==> config.mk <==
export PLATFORM = sky130hd
export DESIGN_NAME = am_search_ctrl
export DESIGN_NICKNAME = d
export VERILOG_FILES = /design/src/rtl/am_search_ctrl.sv
export SDC_FILE = /design/constraint.sdc
export NUM_CORES = 1
export LEC_CHECK = 0
export ABC_AREA = 1
export ABC_CLOCK_PERIOD_IN_PS = 1650
export CORE_MARGIN = 2
export CORE_UTILIZATION = 36
export DETAILED_ROUTE_END_ITERATION = 10
export PLACE_DENSITY = 0.82
export SLEW_MARGIN = 0
export SYNTH_ARGS = -nofsm -noshare
export SYNTH_HDL_FRONTEND = slang
export SYNTH_SLANG_ARGS = --single-unit
==> constraint.sdc <==
create_clock -name clk -period 1.65 [get_ports clk]
set_input_delay 0.33 -clock clk [delete_from_list [all_inputs] [get_ports clk]]
set_output_delay 0.33 -clock clk [all_outputs]
set_load 0.01 [all_outputs]
==> src/rtl/am_search_ctrl.sv <==
// Associative-memory search controller: streams every class hypervector past the
// similarity unit and keeps the nearest (smallest Hamming distance) class.
`ifndef DIM
`define DIM 64
`endif

module am_search_ctrl #(
  parameter int  NUM_CLASS = 16,
  parameter int  CW        = (NUM_CLASS > 1) ? $clog2(NUM_CLASS) : 1,
  localparam int SW        = $clog2(`DIM) + 1
) (
  input  logic            clk,
  input  logic            rst_n,
  input  logic            q_valid,
  output logic            q_ready,
  input  logic [`DIM-1:0] query,
  output logic            mem_rd_en,
  output logic [CW-1:0]   mem_addr,
  input  logic [`DIM-1:0] mem_data,
  output logic [`DIM-1:0] sim_a,
  output logic [`DIM-1:0] sim_b,
  input  logic [SW-1:0]   sim_in,
  output logic            res_valid,
  input  logic            res_ready,
  output logic [CW-1:0]   res_class,
  output logic [SW-1:0]   res_dist
);

  localparam logic [CW-1:0] LAST_IDX = CW'(NUM_CLASS - 1);

  typedef enum logic [1:0] {IDLE, SCAN, DRAIN, DONE} state_t;

  state_t          state_q, state_d;
  logic [CW-1:0]   cnt_q, cnt_d;
  logic [`DIM-1:0] query_q, query_d;
  logic [CW-1:0]   best_cls_q, best_cls_d;
  logic [SW-1:0]   best_dist_q, best_dist_d;
  logic            v1_q, v2_q;
  logic [CW-1:0]   idx1_q, idx2_q;

  always_comb begin
    state_d     = state_q;
    cnt_d       = cnt_q;
    query_d     = query_q;
    best_cls_d  = best_cls_q;
    best_dist_d = best_dist_q;
    q_ready     = 1'b0;
    mem_rd_en   = 1'b0;
    res_valid   = 1'b0;

    // Index 0 seeds the running minimum; strict compare keeps the lower index on ties.
    if (v2_q && ((idx2_q == '0) || (sim_in < best_dist_q))) begin
      best_cls_d  = idx2_q;
      best_dist_d = sim_in;
    end

    case (state_q)
      IDLE: begin
        q_ready = 1'b1;
        if (q_valid) begin
          query_d = query;
          cnt_d   = '0;
          state_d = SCAN;
        end
      end
      SCAN: begin
        mem_rd_en = 1'b1;
        if (cnt_q == LAST_IDX) begin
          state_d = DRAIN;
        end else begin
          cnt_d = cnt_q + CW'(1);
        end
      end
      DRAIN: begin
        if (v2_q && (idx2_q == LAST_IDX)) begin
          state_d = DONE;
        end
      end
      DONE: begin
        res_valid = 1'b1;
        if (res_ready) begin
          state_d = IDLE;
        end
      end
      default: state_d = IDLE;
    endcase
  end

  always_ff @(posedge clk or negedge rst_n) begin
    if (!rst_n) begin
      state_q     <= IDLE;
      cnt_q       <= '0;
      query_q     <= '0;
      best_cls_q  <= '0;
      best_dist_q <= '0;
    end else begin
      state_q     <= state_d;
      cnt_q       <= cnt_d;
      query_q     <= query_d;
      best_cls_q  <= best_cls_d;
      best_dist_q <= best_dist_d;
    end
  end

  // Two stages match memory read latency plus the similarity unit's output register.
  always_ff @(posedge clk or negedge rst_n) begin
    if (!rst_n) begin
      v1_q   <= 1'b0;
      v2_q   <= 1'b0;
      idx1_q <= '0;
      idx2_q <= '0;
    end else begin
      v1_q   <= mem_rd_en;
      v2_q   <= v1_q;
      idx1_q <= cnt_q;
      idx2_q <= idx1_q;
    end
  end

  assign mem_addr  = cnt_q;
  assign sim_a     = query_q;
  assign sim_b     = mem_data;
  assign res_class = best_cls_q;
  assign res_dist  = best_dist_q;

endmodule

==> results.py <==
metrics = {
    "hold_path": {
        "min_path_type": "input port to async pin",
    },
    "setup_path": {
        "max_stage_delay_ns": 0.56,
        "cp_top_family": "buffers and inverters",
        "cp_max_fo": 3,
        "critPathLaunchType": "register",
        "critical_path_buf_inv_count": 1,
        "cp.arrival_ns": 1.26,
        "critPathKind": "register to primary output",
        "critical_path_required_ns": 1.32,
        "setup.worst_path.end_class": "primary output",
        "critical-path-slowest-cell": "sky130_fd_sc_hd__clkdlybuf4s50_1",
        "crit_path_cell_trace": "clkdlybuf4s50_1",
    },
    "place": {
        "placed_area_sq_um": 5500,
        "numPlacedInstances": 583,
        "dp.final_hpwl_mm": 7.64,
        "gp_congestion": 0.767,
        "port_buffers": 156,
    },
    "pwr": {
        "irDropWorstVdd_uv": 1110,
        "power_report.internal_total_mw": 7.33,
        "pwr-share-comb_pct": 47.7,
        "net-switching-power_mw": 3.45,
        "pwr-share-clk_pct": 17.1,
        "total_leakage_power_nw": 2.68,
        "power_density_nw_per_um2": 1860,
        "seqPwrFrac_pct": 35.2,
        "total_power_mw": 10.8,
        "power.switching_fraction_pct": 32.0,
    },
    "logic_synthesis": {
        "synth_top_area_cell": "sky130_fd_sc_hd__dfrtp_1",
        "synth_area_sq_um": 4170,
        "synth_warnings": 0,
        "synth_async_sr_flop_share_pct": 100,
        "synth_cell_type_count": 20,
        "synth_edf_count": 0,
        "yosys.area.top_type_share_pct": 54.6,
        "syn_area_per_cell_sq_um": 12.2,
        "syn_nets": 491,
        "netlist_instances": 341,
        "netlist_top_cells_area": "sky130_fd_sc_hd__dfrtp_1 55%, sky130_fd_sc_hd__mux2_2 16%, sky130_fd_sc_hd__buf_4 12%, sky130_fd_sc_hd__nand2_1 4.4%, sky130_fd_sc_hd__ha_1 3.3%",
        "yosys_most_used_dff": "sky130_fd_sc_hd__dfrtp_1",
        "ys_seq_area_share_pct": 54.6,
        "ys_ff_latch": 91,
    },
    "finish": {
        "post-route-cell-area_sq_um": 5810,
        "most_frequent_cells_in_the_layout": "145 x sky130_fd_sc_hd__clkdlybuf4s50_1, 90 x sky130_fd_sc_hd__dfrtp_1, 59 x sky130_fd_sc_hd__mux2_2, 47 x sky130_fd_sc_hd__nand2_1, 18 x sky130_fd_sc_hd__inv_1",
        "most_common_cell_after_layout_fill_and_taps_aside": "sky130_fd_sc_hd__clkdlybuf4s50_1",
        "antenna-diode-count": 0,
        "final-instance-count-excl-fill": 602,
        "fin_nets": 604,
        "final_layout_size_suffix_gt1_share_pct": 23.3,
        "syn_to_final_growth_pct": 39.4,
        "final_core_util_pct": 51.1,
        "layout.filler_cells": 973,
    },
    "floorplanning": {
        "design.die.area_sq_um": 12500,
        "num_rows": 39,
        "starting_density_of_the_core_pct": 36.7,
        "core_sq_um": 11400,
        "dieWidth_um": 112,
        "fp.dieH_um": 112,
        "pin_count": 285,
    },
    "timing": {
        "report.final.setup_viol": 0,
        "timing_worst_slew_pin_value_ns": 0.450,
        "timing_hold_violations_final": 0,
        "finalHoldWorstSlack_ns": 0.333,
        "slew_violations": 0,
        "slew-limit-headroom_pct": 70.0,
        "layout_min_cycle_time_ns": 1.59,
        "finClkSkew_ns": 0.00654,
        "achievable-frequency_mhz": 628,
        "post-route-period-util_pct": 96.5,
    },
    "cts": {
        "clock-root-buffer": "sky130_fd_sc_hd__clkbuf_16",
        "tritoncts": "done",
        "cts.path.max_buffers": 2,
        "clock_sink_count": 91,
        "ctsHtreeMaxLevel": 3,
        "clock_insertion_delay_worst_skew_ns": 0.34,
        "cts.reportedPaths.clkPinSlew_ns": 0.06,
        "cts_inserted_buffers": 9,
    },
    "outcome": {
        "status": "complete, no violations",
    },
    "detailed_routing": {
        "wl_mm": 10.0,
        "final_antenna_net_count": 0,
        "detailroute.via_count": 2790,
        "drc_violations_left": 0,
        "pre_repair_dr_iteration_count": 4,
        "detail_route.iter0.violations": 56,
        "post_drt_wl_per_cell_um": 16.6,
        "routed_via_density": 4.63,
    },
    "global_route": {
        "first_global_vias": 3126,
        "globalRouteTotalUtil_pct": 16.6,
        "grt_overflow_total": 0,
        "grt_antenna_before_repair": 0,
        "grt_first_pass_wirelength_mm": 16.2,
        "grt_start_max_net_pins": 86,
    },
    "flow_run": {
        "maxCapViolCount": 0,
    },
}
==> per-stage QoR <==
step / setup slack [ns] / TNS (ns)
final: 0.0576 / 0
after CTS: 0.00254 / 0
after floorplan: 0.152 / 0
after global routing: -0.0327 / -0.213
after global placement: -0.305 / -3.34
after detailed placement: -0.404 / -4.28
==> power groups by stage <==
stage / sequential [mW] / clock (mW) / combinational (mW)
floorplan: 4.22 / 0 / 2.08
global placement: 3.77 / 0 / 4.99
detailed placement: 3.85 / 0 / 5.12
CTS: 3.81 / 1.90 / 5.17
global route: 3.94 / 2.00 / 5.55
finish: 3.80 / 1.84 / 5.15
==> final cells by class <==
type                            instances  area (sq um)  area share (%)
Clock buffer                           11           233            4.00
Timing Repair Buffer                  175          1750            30.2
Sequential cell                        91          2280            39.2
Tap cell                              143           179            3.08
Multi-Input combinational cell        159          1270            21.9
Clock inverter                          5          30.0           0.517
Inverter                               18          67.6            1.16
==> what timing repair did <==
action / CTS / global route
hold endpoints to repair: 6 / 0
hold buffers: 1 / 0
gates resized for setup: 13 / 13
endpoints found under the setup margin: 19 / 20
pin swaps: 0 / 1
buffers inserted: 2 / 0
==> cell usage after synthesis (all sizes together), types with 2 or more instances <==
library cell	n
ha	11
inv	18
nor2	4
nand2	50
dfrtp	91
nand3	15
mux2	64
buf	66
clkbuf	7
a21oi	2
o21ai	9
==> registers in the layout, indices dropped and copies added (netlist names) <==
name / cells
sim_a: 64
idx2_q: 4
v2_q: 1
res_dist: 7
v1_q: 1
idx1_q: 4
mem_addr: 4
res_class: 4
state_q: 2
==> path summary, 6_finish.rpt <==
check	from	endpoint	slack, ns	depth (start not counted)
min in group clk	idx1_q[3]$_DFF_PN0_	idx2_q[3]$_DFF_PN0_	0.35	0
hold reg to reg	idx1_q[3]$_DFF_PN0_	idx2_q[3]$_DFF_PN0_	0.35	0
setup / recovery	res_dist[4]$_DFFE_PN0P_	res_dist[4]	0.06	1
setup reg to reg	res_dist[6]$_DFFE_PN0P_	res_class[2]$_DFFE_PN0P_	0.10	10
max in group asynchronous	rst_n	sim_a[34]$_DFFE_PN0P_	0.67	3
hold / removal	rst_n	sim_a[42]$_DFFE_PN0P_	0.33	2
==> cells by family (layout without fill, tap and decap cells) <==
logic type,count (synthesis),in the layout,share of synthesized area (%)
flops,91,91,54.6
buf+inv,91,209,15.5
simple gates,71,71,7.17
mux,64,64,17.7
compound gates,12,12,1.47
fa+ha+maj,11,11,3.30
xor+xnor,1,1,0.210
==> metal layers <==
layer | wire length [um] | up-vias | track usage, %
li1 | - | 1280 | -
met1 | 3520 | 1330 | 17.3
met2 | 5010 | 151 | 27.0
met3 | 1160 | 29 | 9.20
met4 | 301 | 0 | 7.90
met5 | 0 | - | 1.18
No activity file was read; power rests on OpenSTA's default activity.
